## config.mk

```make
export PLATFORM = sky130hd
export DESIGN_NAME = instruction_decode_flat
export DESIGN_NICKNAME = d
export VERILOG_FILES = /design/src/rtl/instruction_decode_if.sv /design/src/rtl/instruction_decode.sv /design/src/flat_wrapper.sv
export SDC_FILE = /design/constraint.sdc
export NUM_CORES = 2
export LEC_CHECK = 0
export BUFFER_PORTS_ARGS = -buffer_cell sky130_fd_sc_hd__buf_2
export CORE_MARGIN = 2
export CORE_UTILIZATION = 40
export CTS_CLUSTER_SIZE = 20
export DETAILED_ROUTE_END_ITERATION = 10
export GPL_ROUTABILITY_DRIVEN = 0
export GPL_TIMING_DRIVEN = 0
export PLACE_DENSITY_LB_ADDON = 0.05
export SYNTH_ARGS = -nofsm -noshare
export SYNTH_HDL_FRONTEND = slang
export SYNTH_SLANG_ARGS = --single-unit
```

## constraint.sdc

```tcl
create_clock -name clk -period 3.3 [get_ports clk]
set_input_delay 0.165 -clock clk [delete_from_list [all_inputs] [get_ports clk]]
set_output_delay 0.165 -clock clk [all_outputs]
set_load 0.1 [all_outputs]
```

## src/rtl/instruction_decode_if.sv

```systemverilog
// rtl/instruction_decode_if.sv - fetch/WB-to-decode and decode-to-execute signal bundle
// Purpose : groups every instruction_decode signal except clk/rst.
// Modports: master - fetch/WB/execute side (drives state, PC/IR, WB write port)
//           slave  - the decode stage (drives redirects, stall and the ID/EX bundle)
interface instruction_decode_if;
    logic [1:0]  curr_state;
    logic [31:0] if_pc;
    logic [31:0] if_ir;
    logic        wb_we;
    logic [4:0]  wb_addr;
    logic [31:0] wb_data;

    logic        jump;
    logic        jal_swit;
    logic        jr_swit;
    logic        branch;
    logic [31:0] jump_addr;
    logic [31:0] branch_addr;
    logic        stall;

    logic        ex_valid;
    logic [31:0] ex_pc;
    logic [31:0] ex_rs_val;
    logic [31:0] ex_rt_val;
    logic [31:0] ex_imm;
    logic [4:0]  ex_rd;
    logic [2:0]  ex_alu_op;
    logic        ex_alu_src_imm;
    logic        ex_reg_we;
    logic        ex_mem_read;
    logic        ex_mem_write;

    modport master (
        output curr_state, if_pc, if_ir, wb_we, wb_addr, wb_data,
        input  jump, jal_swit, jr_swit, branch, jump_addr, branch_addr, stall,
        input  ex_valid, ex_pc, ex_rs_val, ex_rt_val, ex_imm, ex_rd, ex_alu_op,
        input  ex_alu_src_imm, ex_reg_we, ex_mem_read, ex_mem_write
    );

    modport slave (
        input  curr_state, if_pc, if_ir, wb_we, wb_addr, wb_data,
        output jump, jal_swit, jr_swit, branch, jump_addr, branch_addr, stall,
        output ex_valid, ex_pc, ex_rs_val, ex_rt_val, ex_imm, ex_rd, ex_alu_op,
        output ex_alu_src_imm, ex_reg_we, ex_mem_read, ex_mem_write
    );
endinterface

```

## src/rtl/instruction_decode.sv

```systemverilog
// rtl/instruction_decode.sv - ID stage: register file, jump/branch resolution, hazard stall, ID/EX register
// Purpose : decodes the fetched instruction, reads the 32x32 register file, resolves J/JAL/JR and
//           BEQ/BNE in this stage (combinational redirect to fetch), stalls on load-use and
//           branch/JR operand hazards, squashes the wrong-path slot after a taken redirect and
//           registers the ID/EX bundle.
// Ports   : clk, rst (synchronous, active-high)
//           id (instruction_decode_if.slave):
//             in  curr_state, if_pc, if_ir, wb_we, wb_addr, wb_data
//             out jump, jal_swit, jr_swit, branch, jump_addr, branch_addr, stall (combinational)
//             out ex_valid, ex_pc, ex_rs_val, ex_rt_val, ex_imm, ex_rd, ex_alu_op,
//                 ex_alu_src_imm, ex_reg_we, ex_mem_read, ex_mem_write (registered)
// Config  : define WB_BYPASS_EN to forward the same-cycle WB write to register-file reads.
module instruction_decode #(
    parameter int         RF_DEPTH = 32,
    parameter logic [1:0] RUN_CODE = 2'b01
) (
    input  logic                 clk,
    input  logic                 rst,
    instruction_decode_if.slave  id
);
    localparam logic [5:0] OP_RTYPE = 6'h00;
    localparam logic [5:0] OP_J     = 6'h02;
    localparam logic [5:0] OP_JAL   = 6'h03;
    localparam logic [5:0] OP_BEQ   = 6'h04;
    localparam logic [5:0] OP_BNE   = 6'h05;
    localparam logic [5:0] OP_ADDI  = 6'h08;
    localparam logic [5:0] OP_LW    = 6'h23;
    localparam logic [5:0] OP_SW    = 6'h2B;

    localparam logic [5:0] FN_JR    = 6'h08;
    localparam logic [5:0] FN_ADD   = 6'h20;
    localparam logic [5:0] FN_SUB   = 6'h22;
    localparam logic [5:0] FN_AND   = 6'h24;
    localparam logic [5:0] FN_OR    = 6'h25;
    localparam logic [5:0] FN_SLT   = 6'h2A;

    localparam logic [2:0] ALU_ADD  = 3'd0;
    localparam logic [2:0] ALU_SUB  = 3'd1;
    localparam logic [2:0] ALU_AND  = 3'd2;
    localparam logic [2:0] ALU_OR   = 3'd3;
    localparam logic [2:0] ALU_SLT  = 3'd4;
    localparam logic [2:0] ALU_LINK = 3'd5;

    logic [31:0] rf [RF_DEPTH];

    logic [5:0]  opcode;
    logic [5:0]  funct;
    logic [4:0]  rs;
    logic [4:0]  rt;
    logic [4:0]  rd;
    logic [31:0] imm_sext;
    logic [31:0] rs_val;
    logic [31:0] rt_val;
    logic        unused_shamt;

    assign opcode       = id.if_ir[31:26];
    assign rs           = id.if_ir[25:21];
    assign rt           = id.if_ir[20:16];
    assign rd           = id.if_ir[15:11];
    assign funct        = id.if_ir[5:0];
    assign imm_sext     = {{16{id.if_ir[15]}}, id.if_ir[15:0]};
    assign unused_shamt = ^id.if_ir[10:6];

`ifdef WB_BYPASS_EN
    // Write-through: a read of the register being written this cycle sees the new value.
    assign rs_val = (rs == 5'd0) ? 32'd0 :
                    (id.wb_we && id.wb_addr == rs) ? id.wb_data : rf[rs];
    assign rt_val = (rt == 5'd0) ? 32'd0 :
                    (id.wb_we && id.wb_addr == rt) ? id.wb_data : rf[rt];
`else
    assign rs_val = (rs == 5'd0) ? 32'd0 : rf[rs];
    assign rt_val = (rt == 5'd0) ? 32'd0 : rf[rt];
`endif

    // Decoded controls for the instruction currently in if_ir
    logic       dec_valid;
    logic       uses_rs;
    logic       uses_rt;
    logic       is_beq;
    logic       is_bne;
    logic       is_j;
    logic       is_jal;
    logic       is_jr;
    logic [4:0] dec_rd;
    logic [2:0] dec_op;
    logic       dec_src_imm;
    logic       dec_reg_we;
    logic       dec_mem_read;
    logic       dec_mem_write;

    always_comb begin
        dec_valid     = 1'b0;
        uses_rs       = 1'b0;
        uses_rt       = 1'b0;
        is_beq        = 1'b0;
        is_bne        = 1'b0;
        is_j          = 1'b0;
        is_jal        = 1'b0;
        is_jr         = 1'b0;
        dec_rd        = 5'd0;
        dec_op        = ALU_ADD;
        dec_src_imm   = 1'b0;
        dec_reg_we    = 1'b0;
        dec_mem_read  = 1'b0;
        dec_mem_write = 1'b0;
        case (opcode)
            OP_RTYPE: begin
                dec_valid  = 1'b1;
                uses_rs    = 1'b1;
                uses_rt    = 1'b1;
                dec_rd     = rd;
                dec_reg_we = 1'b1;
                case (funct)
                    FN_ADD:  dec_op = ALU_ADD;
                    FN_SUB:  dec_op = ALU_SUB;
                    FN_AND:  dec_op = ALU_AND;
                    FN_OR:   dec_op = ALU_OR;
                    FN_SLT:  dec_op = ALU_SLT;
                    FN_JR: begin
                        is_jr      = 1'b1;
                        uses_rt    = 1'b0;
                        dec_rd     = 5'd0;
                        dec_reg_we = 1'b0;
                    end
                    default: begin
                        dec_valid  = 1'b0;
                        uses_rs    = 1'b0;
                        uses_rt    = 1'b0;
                        dec_rd     = 5'd0;
                        dec_reg_we = 1'b0;
                    end
                endcase
            end
            OP_LW: begin
                dec_valid    = 1'b1;
                uses_rs      = 1'b1;
                dec_rd       = rt;
                dec_src_imm  = 1'b1;
                dec_reg_we   = 1'b1;
                dec_mem_read = 1'b1;
            end
            OP_SW: begin
                dec_valid     = 1'b1;
                uses_rs       = 1'b1;
                uses_rt       = 1'b1;
                dec_src_imm   = 1'b1;
                dec_mem_write = 1'b1;
            end
            OP_ADDI: begin
                dec_valid   = 1'b1;
                uses_rs     = 1'b1;
                dec_rd      = rt;
                dec_src_imm = 1'b1;
                dec_reg_we  = 1'b1;
            end
            OP_BEQ, OP_BNE: begin
                dec_valid = 1'b1;
                uses_rs   = 1'b1;
                uses_rt   = 1'b1;
                is_beq    = (opcode == OP_BEQ);
                is_bne    = (opcode == OP_BNE);
                dec_op    = ALU_SUB;
            end
            OP_J: begin
                dec_valid = 1'b1;
                is_j      = 1'b1;
            end
            OP_JAL: begin
                dec_valid  = 1'b1;
                is_jal     = 1'b1;
                dec_rd     = 5'd31;
                dec_op     = ALU_LINK;
                dec_reg_we = 1'b1;
            end
            default: ;
        endcase
    end

    logic ex_valid_q;
    logic ex_reg_we_q;
    logic ex_mem_read_q;
    logic [4:0] ex_rd_q;
    logic squash;

    logic run_ok;
    logic load_use;
    logic br_hazard;
    logic hazard;
    logic issue;
    logic operands_eq;
    logic redirect;

    // Decode does work only when running, out of reset, and not in the wrong-path slot.
    assign run_ok = !rst && (id.curr_state == RUN_CODE) && !squash;

    assign load_use  = ex_valid_q && ex_mem_read_q && (ex_rd_q != 5'd0) &&
                       ((uses_rs && rs == ex_rd_q) || (uses_rt && rt == ex_rd_q));
    // Branches/JR compare operands in this stage, so any in-flight ALU result is too late.
    assign br_hazard = ex_valid_q && ex_reg_we_q && (ex_rd_q != 5'd0) &&
                       (((is_beq || is_bne || is_jr) && rs == ex_rd_q) ||
                        ((is_beq || is_bne) && rt == ex_rd_q));
    assign hazard    = dec_valid && (load_use || br_hazard);
    assign issue     = run_ok && dec_valid && !hazard;

    assign operands_eq = (rs_val == rt_val);

    assign id.stall       = run_ok && hazard;
    assign id.jump        = issue && is_j;
    assign id.jal_swit    = issue && is_jal;
    assign id.jr_swit     = issue && is_jr;
    assign id.branch      = issue && ((is_beq && operands_eq) || (is_bne && !operands_eq));
    assign id.jump_addr   = is_jr ? rs_val : {id.if_pc[31:28], id.if_ir[25:0], 2'b00};
    assign id.branch_addr = id.if_pc + {imm_sext[29:0], 2'b00};

    assign redirect = id.jump || id.jal_swit || id.jr_swit || id.branch;

    // Register file: WB writes land regardless of stall/squash/run state.
    always_ff @(posedge clk) begin
        if (rst) begin
            for (int i = 0; i < RF_DEPTH; i++) begin
                rf[i] <= 32'd0;
            end
        end else if (id.wb_we && id.wb_addr != 5'd0) begin
            rf[id.wb_addr] <= id.wb_data;
        end
    end

    logic [31:0] ex_pc_q;
    logic [31:0] ex_rs_val_q;
    logic [31:0] ex_rt_val_q;
    logic [31:0] ex_imm_q;
    logic [2:0]  ex_alu_op_q;
    logic        ex_alu_src_imm_q;
    logic        ex_mem_write_q;

    // ID/EX register; anything not issued (stall, squash, unknown, not running) is an all-zero bubble.
    always_ff @(posedge clk) begin
        if (rst) begin
            squash           <= 1'b0;
            ex_valid_q       <= 1'b0;
            ex_pc_q          <= 32'd0;
            ex_rs_val_q      <= 32'd0;
            ex_rt_val_q      <= 32'd0;
            ex_imm_q         <= 32'd0;
            ex_rd_q          <= 5'd0;
            ex_alu_op_q      <= 3'd0;
            ex_alu_src_imm_q <= 1'b0;
            ex_reg_we_q      <= 1'b0;
            ex_mem_read_q    <= 1'b0;
            ex_mem_write_q   <= 1'b0;
        end else begin
            // redirect is already zero outside RUN and during the squash slot, so this also clears the flag.
            squash <= redirect;
            if (issue) begin
                ex_valid_q       <= 1'b1;
                ex_pc_q          <= id.if_pc;
                ex_rs_val_q      <= rs_val;
                ex_rt_val_q      <= rt_val;
                ex_imm_q         <= imm_sext;
                ex_rd_q          <= dec_rd;
                ex_alu_op_q      <= dec_op;
                ex_alu_src_imm_q <= dec_src_imm;
                ex_reg_we_q      <= dec_reg_we;
                ex_mem_read_q    <= dec_mem_read;
                ex_mem_write_q   <= dec_mem_write;
            end else begin
                ex_valid_q       <= 1'b0;
                ex_pc_q          <= 32'd0;
                ex_rs_val_q      <= 32'd0;
                ex_rt_val_q      <= 32'd0;
                ex_imm_q         <= 32'd0;
                ex_rd_q          <= 5'd0;
                ex_alu_op_q      <= 3'd0;
                ex_alu_src_imm_q <= 1'b0;
                ex_reg_we_q      <= 1'b0;
                ex_mem_read_q    <= 1'b0;
                ex_mem_write_q   <= 1'b0;
            end
        end
    end

    assign id.ex_valid       = ex_valid_q;
    assign id.ex_pc          = ex_pc_q;
    assign id.ex_rs_val      = ex_rs_val_q;
    assign id.ex_rt_val      = ex_rt_val_q;
    assign id.ex_imm         = ex_imm_q;
    assign id.ex_rd          = ex_rd_q;
    assign id.ex_alu_op      = ex_alu_op_q;
    assign id.ex_alu_src_imm = ex_alu_src_imm_q;
    assign id.ex_reg_we      = ex_reg_we_q;
    assign id.ex_mem_read    = ex_mem_read_q;
    assign id.ex_mem_write   = ex_mem_write_q;
endmodule

```

## src/flat_wrapper.sv

```systemverilog
// flat-port wrapper written by rule: the top's interface ports become plain ports
module instruction_decode_flat 
#(
    parameter int         RF_DEPTH = 32,
    parameter logic [1:0] RUN_CODE = 2'b01
)
  (clk, rst, id_curr_state, id_if_pc, id_if_ir, id_wb_we, id_wb_addr, id_wb_data, id_jump, id_jal_swit, id_jr_swit, id_branch, id_jump_addr, id_branch_addr, id_stall, id_ex_valid, id_ex_pc, id_ex_rs_val, id_ex_rt_val, id_ex_imm, id_ex_rd, id_ex_alu_op, id_ex_alu_src_imm, id_ex_reg_we, id_ex_mem_read, id_ex_mem_write);
  instruction_decode_if id_i ();
  input  logic clk;
  input  logic rst;
  input wire logic [$bits(id_i.curr_state)-1:0] id_curr_state;
  input wire logic [$bits(id_i.if_pc)-1:0] id_if_pc;
  input wire logic [$bits(id_i.if_ir)-1:0] id_if_ir;
  input wire logic [$bits(id_i.wb_we)-1:0] id_wb_we;
  input wire logic [$bits(id_i.wb_addr)-1:0] id_wb_addr;
  input wire logic [$bits(id_i.wb_data)-1:0] id_wb_data;
  output wire logic [$bits(id_i.jump)-1:0] id_jump;
  output wire logic [$bits(id_i.jal_swit)-1:0] id_jal_swit;
  output wire logic [$bits(id_i.jr_swit)-1:0] id_jr_swit;
  output wire logic [$bits(id_i.branch)-1:0] id_branch;
  output wire logic [$bits(id_i.jump_addr)-1:0] id_jump_addr;
  output wire logic [$bits(id_i.branch_addr)-1:0] id_branch_addr;
  output wire logic [$bits(id_i.stall)-1:0] id_stall;
  output wire logic [$bits(id_i.ex_valid)-1:0] id_ex_valid;
  output wire logic [$bits(id_i.ex_pc)-1:0] id_ex_pc;
  output wire logic [$bits(id_i.ex_rs_val)-1:0] id_ex_rs_val;
  output wire logic [$bits(id_i.ex_rt_val)-1:0] id_ex_rt_val;
  output wire logic [$bits(id_i.ex_imm)-1:0] id_ex_imm;
  output wire logic [$bits(id_i.ex_rd)-1:0] id_ex_rd;
  output wire logic [$bits(id_i.ex_alu_op)-1:0] id_ex_alu_op;
  output wire logic [$bits(id_i.ex_alu_src_imm)-1:0] id_ex_alu_src_imm;
  output wire logic [$bits(id_i.ex_reg_we)-1:0] id_ex_reg_we;
  output wire logic [$bits(id_i.ex_mem_read)-1:0] id_ex_mem_read;
  output wire logic [$bits(id_i.ex_mem_write)-1:0] id_ex_mem_write;
  assign id_i.curr_state = id_curr_state;
  assign id_i.if_pc = id_if_pc;
  assign id_i.if_ir = id_if_ir;
  assign id_i.wb_we = id_wb_we;
  assign id_i.wb_addr = id_wb_addr;
  assign id_i.wb_data = id_wb_data;
  assign id_jump = id_i.jump;
  assign id_jal_swit = id_i.jal_swit;
  assign id_jr_swit = id_i.jr_swit;
  assign id_branch = id_i.branch;
  assign id_jump_addr = id_i.jump_addr;
  assign id_branch_addr = id_i.branch_addr;
  assign id_stall = id_i.stall;
  assign id_ex_valid = id_i.ex_valid;
  assign id_ex_pc = id_i.ex_pc;
  assign id_ex_rs_val = id_i.ex_rs_val;
  assign id_ex_rt_val = id_i.ex_rt_val;
  assign id_ex_imm = id_i.ex_imm;
  assign id_ex_rd = id_i.ex_rd;
  assign id_ex_alu_op = id_i.ex_alu_op;
  assign id_ex_alu_src_imm = id_i.ex_alu_src_imm;
  assign id_ex_reg_we = id_i.ex_reg_we;
  assign id_ex_mem_read = id_i.ex_mem_read;
  assign id_ex_mem_write = id_i.ex_mem_write;
  instruction_decode #(.RF_DEPTH(RF_DEPTH), .RUN_CODE(RUN_CODE)) u_core (.clk(clk), .rst(rst), .id(id_i));
endmodule
```

Word-level counts from Yosys, hierarchy flattened
Memory sizes are Yosys's and may differ from the RTL's.
Cells that the tools add are included.
{ "word_totals": {"out_inout_bits": 210, "regBits": 126, "ramBits": 1024, "word_cells": 115, "mem_count": 1, "input_bits": 106} }
{ "op_classes": {"reduce_logical": 52, "addsub": 1, "eq_ne": 17, "muxes": 31, "bitwise": 1} }
{ "memory_table": {"columns": ["memory", "depth", "word_bits", "read_ports", "rd_clocked_by_memory_dff", "wr", "line_no", "source"], "rows": [
  ["u_core.rf", 32, 32, 2, 0, 32, "instruction_decode.sv:44", "logic [31:0] rf [RF_DEPTH];"]
]} }
{ "op_table": {"columns": ["op", "n"], "rows": [
  ["32-bit two-way mux", 4],
  ["6-bit equality test (second input constant)", 7],
  ["32-bit adder", 1],
  ["32-bit equality test", 1],
  ["32-bit OR reduction", 1],
  ["1-bit logical AND", 23],
  ["1-bit two-way mux", 18],
  ["5-bit one-hot mux with 3 select lines", 1],
  ["6-bit by 2-bit equality test with 1-bit output (second input constant)", 2],
  ["6-bit by 3-bit equality test with 1-bit output (second input constant)", 2],
  ["6-bit by 4-bit equality test with 1-bit output (second input constant)", 2],
  ["3-bit one-hot mux with 4 select lines", 1],
  ["5-bit equality test", 2],
  ["5-bit logical NOT", 2],
  ["5-bit two-way mux", 2],
  ["5-bit nonzero test", 2],
  ["5-bit OR reduction", 2],
  ["1-bit logical OR", 9],
  ["3-bit one-hot mux with 3 select lines", 1],
  ["3-bit OR reduction", 3],
  ["1-bit one-hot mux with 2 select lines", 4],
  ["7-bit OR reduction", 1],
  ["6-bit logical NOT", 1],
  ["2-bit OR reduction", 3],
  ["4 further kinds", 7]
]} }

Depth between registers and ports, before layout
{ "depth": {"depth_word": 16, "mapped_depth": 14, "mapped_depth_nobuf": 13} }

Worst setup path after synthesis
Ideal clock, no wire load.
{ "synth_path": {"kind": "input to output", "from": "input id_if_ir[0]", "to": "output id_branch_addr[20]", "cell_stages": 12, "path_slack_ns": -2.297, "arrival_ns": 5.432, "required_ns": 3.135, "n_path_buf": 0, "cell_sequence": "ha_1 inv_1 fa_1 nor2b_1 o21ai_0 a21oi_1 o21bai_1 a21boi_1 o2111ai_1 a21boi_1 o31ai_1 o311ai_0"} }
{ "synth_via": {"elab_chain_cells": 1} }
{ "synth_lines": {"columns": ["item", "line_no", "source"], "rows": [
  ["start, declared", "flat_wrapper.sv:13", "input wire logic [$bits(id_i.if_ir)-1:0] id_if_ir;"],
  ["32-bit adder", "instruction_decode.sv:213", "assign id.branch_addr = id.if_pc + {imm_sext[29:0], 2'b00};"],
  ["end, declared", "flat_wrapper.sv:22", "output wire logic [$bits(id_i.branch_addr)-1:0] id_branch_addr;"]
]} }
No other way between the ends.

Worst setup path after layout
{ "layout_path": {"from": "input id_if_ir[22]", "to": "output id_branch"} }
{ "layout_via": {"elab_chain_cells": 9, "elab_cells_between_ends": 20, "cone_classes": "2 x eq/ne; 1 x mux; 16 x reduce/logical; 1 x memory"} }
{ "layout_lines": {"columns": ["item", "line_no", "source"], "rows": [
  ["parallel branches: the longest is 8 deep, another holds memory 32 x 32 bit", null, null],
  ["1-bit logical AND *", "instruction_decode.sv:211", "assign id.branch = issue && ((is_beq && operands_eq) || (is_bne && !operands_eq));"],
  ["end, declared", "flat_wrapper.sv:20", "output wire logic [$bits(id_i.branch)-1:0] id_branch;"]
]} }
Every way passes the cells marked *.

==> flow_summary.html <==
<table>
<tr><th>Metric</th><th>Value</th></tr>
<tr><th colspan="2">Drt</th></tr>
<tr><td>Detail-routed net length per standard cell</td><td>~44 um</td></tr>
<tr><td>Detailed-route via count</td><td>44097</td></tr>
<tr><td>DRC violations left</td><td>0</td></tr>
<tr><td>Wire length reported by the detailed router</td><td>about 300000 um</td></tr>
<tr><td>1st-iter DRT viols</td><td>around 7100</td></tr>
<tr><td>Number of vias per cell</td><td>6.35</td></tr>
<tr><td>Pre-antenna DRT Iters</td><td>7</td></tr>
<tr><td>Remaining antenna violation count</td><td>0</td></tr>
<tr><th colspan="2">Finish</th></tr>
<tr><td>Leading cell type in the layout, fill and taps excluded</td><td>sky130_fd_sc_hd__edfxtp_1</td></tr>
<tr><td>Number of filler instances in the final layout</td><td>approximately 13000</td></tr>
<tr><td>Area of all placed cells without fillers</td><td>72200 sq um</td></tr>
<tr><td>Most used cells in the layout excluding fill and tap cells</td><td>1024 x sky130_fd_sc_hd__edfxtp_1, 995 x sky130_fd_sc_hd__and2_1, 454 x sky130_fd_sc_hd__mux4_2, 290 x sky130_fd_sc_hd__buf_2, 258 x sky130_fd_sc_hd__clkbuf_1</td></tr>
<tr><td>Number of nets in the layout</td><td>approximately 5000</td></tr>
<tr><td>Area growth from synthesis to layout</td><td>20.3%</td></tr>
<tr><td>Final Core Density</td><td>0.484</td></tr>
<tr><td>Layout cell share with drive strength beyond 1</td><td>0.318</td></tr>
<tr><th colspan="2">Die</th></tr>
<tr><td>Placement Rows</td><td>142</td></tr>
<tr><td>Die span in y</td><td>392 um</td></tr>
<tr><td>Number of primary I/O pins</td><td>316</td></tr>
<tr><td>Full die area</td><td>153000 sq um</td></tr>
<tr><td>Die X-Extent</td><td>392 um</td></tr>
<tr><td>Starting Density</td><td>0.402</td></tr>
<tr><td>Area inside the core boundary</td><td>149000 sq um</td></tr>
<tr><th colspan="2">CTS</th></tr>
<tr><td>H-tree levels</td><td>4</td></tr>
<tr><td>Clock insertion delay at the later pin of the skew report</td><td>0.81 ns</td></tr>
<tr><td>Clock buffers created by TritonCTS</td><td>136</td></tr>
<tr><td>Clock Tree Buf Depth</td><td>3</td></tr>
<tr><td>CTS tree</td><td>yes</td></tr>
<tr><td>Number of clock sinks</td><td>roughly 1200</td></tr>
<tr><td>Register clock-pin slew on the reported worst setup and hold paths</td><td>0.06 ns</td></tr>
<tr><td>Clock tree root driver cell</td><td>sky130_fd_sc_hd__clkbuf_16</td></tr>
<tr><th colspan="2">Setup path</th></tr>
<tr><td>Maximum fanout along the worst path</td><td>10</td></tr>
<tr><td>Worst setup path endpoint</td><td>id_branch</td></tr>
<tr><td>Worst reg-to-reg setup slack</td><td>0.23 ns</td></tr>
<tr><td>Critical Path Source Type</td><td>primary input</td></tr>
<tr><td>Startpoint-to-endpoint class of the critical path</td><td>primary input to output port</td></tr>
<tr><td>Worst r2r path cells</td><td>10</td></tr>
<tr><td>CP Data Required Time</td><td>3.13 ns</td></tr>
<tr><td>Arrival time reported for the critical path endpoint</td><td>around 4.1 ns</td></tr>
<tr><td>Critical path startpoint</td><td>id_if_ir[22]</td></tr>
<tr><td>Startpoint of the worst-slack reg-to-reg timing path</td><td>u_core.rf[3][24]</td></tr>
<tr><td>Endpoint type of the worst setup path</td><td>output port</td></tr>
<tr><td>Capture point of the worst reg-to-reg path</td><td>u_core.squash</td></tr>
<tr><th colspan="2">Timing</th></tr>
<tr><td>Measured slew at the worst slew-check pin</td><td>1.70 ns</td></tr>
<tr><td>Hold slack final</td><td>-0.0132 ns</td></tr>
<tr><td>Number of hold-slack violations in the final timing report</td><td>1</td></tr>
<tr><td>Unrepaired setup endpoints after global routing</td><td>yes</td></tr>
<tr><td>Post-route clock skew</td><td>0.0242 ns</td></tr>
<tr><td>Setup WS post-layout</td><td>-0.925 ns</td></tr>
<tr><td>Final slew viol count</td><td>24</td></tr>
<tr><td>F_max</td><td>about 240 MHz</td></tr>
<tr><td>Fin crit share</td><td>1.28</td></tr>
<tr><td>Final setup vio count</td><td>23</td></tr>
<tr><td>Slew HR</td><td>-0.134</td></tr>
<tr><td>Final critical-path required period</td><td>4.22 ns</td></tr>
<tr><td>Final-layout setup total negative slack</td><td>-2.20 ns</td></tr>
<tr><th colspan="2">Yosys</th></tr>
<tr><td>Share of the yosys chip area belonging to registers</td><td>0.554</td></tr>
<tr><td>Library cells used by synthesis</td><td>73</td></tr>
<tr><td>Number of warnings reported in the yosys synthesis log</td><td>0</td></tr>
<tr><td>Cell count after synthesis</td><td>4212</td></tr>
<tr><td>Most instantiated flip-flop cell in the synthesis netlist</td><td>sky130_fd_sc_hd__edfxtp_1</td></tr>
<tr><td>Total standard cell area after synthesis</td><td>60100 sq um</td></tr>
<tr><td>Number of register bits inferred by synthesis</td><td>~1200</td></tr>
<tr><td>Number of enable flip-flop cells after synthesis</td><td>1024</td></tr>
<tr><td>Syn_area_per_cell</td><td>14.3 sq um</td></tr>
<tr><td>FFs w/ async S/R, synth</td><td>0</td></tr>
<tr><th colspan="2">Global routing</th></tr>
<tr><td>GRT Resource Usage Total</td><td>0.390</td></tr>
<tr><td>Residual overflow from global routing</td><td>0</td></tr>
<tr><td>Global-route wire length before repair</td><td>388000 um</td></tr>
<tr><td>Largest net degree at the start of global routing</td><td>33</td></tr>
<tr><td>Number of global-route vias before repair</td><td>41162</td></tr>
<tr><td>Initial antenna violation count</td><td>20</td></tr>
<tr><th colspan="2">Power</th></tr>
<tr><td>P per Cell Area</td><td>541 nW/um^2</td></tr>
<tr><td>Static leakage</td><td>roughly 26 nW</td></tr>
<tr><td>Worst voltage drop across the vdd grid</td><td>0.000593 V</td></tr>
<tr><th colspan="2">Placed design</th></tr>
<tr><td>Dpl hpwl</td><td>213000 um</td></tr>
<tr><td>Instance area after placement</td><td>64400 sq um</td></tr>
<tr><td>Port Buffers</td><td>307</td></tr>
<tr><th colspan="2">Job</th></tr>
<tr><td>Maximum capacitance violations</td><td>2</td></tr>
<tr><th colspan="2">Hold path</th></tr>
<tr><td>Min-Delay Path Class</td><td>primary input to flip-flop</td></tr>
<tr><td>Hold path depth</td><td>6</td></tr>
<tr><th colspan="2">Status</th></tr>
<tr><td>Outcome</td><td>finished with violations</td></tr>
<tr><td>Failing checks</td><td>negative hold slack, max-capacitance violations, max-slew violations, negative setup slack</td></tr>
</table>
-- registers in the layout, indices dropped and copies added (netlist names) --
signal and flops:
u_core.rf 1024, u_core.id.ex_pc 32, u_core.id.ex_rs_val 32, u_core.id.ex_rt_val 32
u_core.id.ex_imm 16, u_core.id.ex_rd 5, u_core.id.ex_alu_op 3, u_core.id.ex_alu_src_imm 1
u_core.id.ex_mem_read 1, u_core.id.ex_mem_write 1, u_core.id.ex_reg_we 1, u_core.id.ex_valid 1
u_core.squash 1
-- per-stage QoR --
step	instances	total power, mW	hold slack (ns)	worst slack [ns]
finish	6942	39.1	-0.0132	-0.925
global route	6929	39.6	0.0205	-0.778
CTS	6913	38.6	0.0143	-0.704
detailed placement	6567	23.4	0.416	-2.48
global placement	6566	23.4	0.411	-2.83
floorplan	4243	20.6	0.241	-0.522
-- logic make-up after synthesis --
kind of cell             Yosys count  synth area share
multiplexers                     603             0.196
other                              1         0.0000624
buffers and inverters            453            0.0378
adder cells (fa/ha/maj)           30           0.00637
AO/OA/AOI/OAI                    406            0.0511
AND/OR/NAND/NOR                 1505             0.145
XOR/XNOR                          64           0.00933
flip-flops                      1150             0.554
-- worst max-delay path, cell delays in order --
cell	delay, ns
sky130_fd_sc_hd__buf_4	0.30
sky130_fd_sc_hd__buf_2	0.35
sky130_fd_sc_hd__buf_6	0.39
sky130_fd_sc_hd__mux4_2	0.28
sky130_fd_sc_hd__o22ai_2	0.16
sky130_fd_sc_hd__a211oi_4	0.70
sky130_fd_sc_hd__nand2_2	0.28
sky130_fd_sc_hd__xor2_1	0.27
sky130_fd_sc_hd__nor4_4	0.30
sky130_fd_sc_hd__nand4_1	0.13
sky130_fd_sc_hd__nor2_1	0.16
sky130_fd_sc_hd__xnor2_1	0.12
sky130_fd_sc_hd__nor2_2	0.20
sky130_fd_sc_hd__buf_12	0.21
-- power by group --
part	leakage, nW	switching (mW)	internal [mW]
clock	2.08	6.44	8.56
combinational	13.4	5.02	2.16
sequential	10.8	0.350	16.6
total	26.2	11.8	27.3
-- cell type report --
class                      count  area, sq um  share of cell area
sequential                  1150        33300               0.461
multi-input combinational   2640        26600               0.367
clock buffer                 184         3820              0.0529
timing repair buffer         436         2970              0.0412
buffer                       437         2590              0.0358
tap                         2016         2520              0.0349
clock inverter                53          432             0.00597
inverter                      13         52.6            0.000727
antenna                       13         32.5            0.000450
-- what timing repair did --
action,CTS,global route
setup endpoints to repair,61,48
hold endpoints to repair,94,2
resized for setup,468,111
setup buffers,17,17
hold buffers,96,2
pin swaps,65,39
-- synth_stat cells (3+ instances only) --
cell                           n  share of area
sky130_fd_sc_hd__nor2b_1      10         0.0010
sky130_fd_sc_hd__o21a_1        5        0.00062
sky130_fd_sc_hd__a22oi_1     101          0.013
sky130_fd_sc_hd__xor2_1       39         0.0057
sky130_fd_sc_hd__o21bai_1     10         0.0012
sky130_fd_sc_hd__a22o_1       33         0.0048
sky130_fd_sc_hd__dfxtp_1     126          0.042
sky130_fd_sc_hd__or2_2        32         0.0033
sky130_fd_sc_hd__a21o_1        6        0.00075
sky130_fd_sc_hd__nor3b_1       4        0.00050
sky130_fd_sc_hd__nand2b_1      3        0.00031
sky130_fd_sc_hd__edfxtp_1   1024           0.51
sky130_fd_sc_hd__nor4b_1       3        0.00044
sky130_fd_sc_hd__buf_4        50         0.0062
sky130_fd_sc_hd__nand3b_1      6        0.00075
sky130_fd_sc_hd__buf_6        35         0.0066
sky130_fd_sc_hd__buf_2        77         0.0064
sky130_fd_sc_hd__nand4_1       5        0.00052
sky130_fd_sc_hd__buf_1         6        0.00037
sky130_fd_sc_hd__mux2_2       53         0.0099
sky130_fd_sc_hd__nand3_1     101         0.0084
sky130_fd_sc_hd__nor2_1      145         0.0091
sky130_fd_sc_hd__inv_1        12        0.00075
sky130_fd_sc_hd__nor3_1       10        0.00083
sky130_fd_sc_hd__o21ai_0      33         0.0027
sky130_fd_sc_hd__or3b_2        4        0.00058
sky130_fd_sc_hd__a221oi_1     33         0.0048
sky130_fd_sc_hd__o2111ai_1     3        0.00044
sky130_fd_sc_hd__mux4_2      454           0.17
sky130_fd_sc_hd__and3_1       51         0.0053
sky130_fd_sc_hd__clkbuf_1    270          0.017
sky130_fd_sc_hd__a211oi_1     34         0.0042
sky130_fd_sc_hd__o22ai_1      32         0.0033
sky130_fd_sc_hd__nand2_1     105         0.0066
sky130_fd_sc_hd__or3_1         8        0.00083
sky130_fd_sc_hd__and2_1      995           0.10
sky130_fd_sc_hd__a211o_1      33         0.0048
sky130_fd_sc_hd__nor4_1        9        0.00094
sky130_fd_sc_hd__ha_1         29         0.0060
sky130_fd_sc_hd__o221ai_1     33         0.0048
sky130_fd_sc_hd__xnor2_1      25         0.0036
sky130_fd_sc_hd__a21oi_1      32         0.0027
sky130_fd_sc_hd__mux2i_1      96          0.016
-- per-layer routing --
metal | routed length, um | vias up | GRT usage
li1 | - | 17187 | -
met5 | 21 | - | 0
met4 | 20900 | 4 | 0.229
met2 | 126000 | 3414 | 0.550
met1 | 114000 | 22915 | 0.510
met3 | 41600 | 577 | 0.149
-- how the worst min path moves through the flow --
stage | end | start
6_report | u_core.id.ex_reg_we | id_if_ir[29]
5_1_grt | u_core.id.ex_imm[4] | id_if_ir[4]
4_1_cts | u_core.id.ex_alu_src_imm | id_if_ir[29]
3_5_place_dp | u_core.id.ex_pc[22] | id_if_pc[22]
3_3_place_gp | u_core.id.ex_pc[10] | id_if_pc[10]
2_1_floorplan | u_core.id.ex_mem_read | id_if_ir[29]
Power figures use the tool's default switching activity.
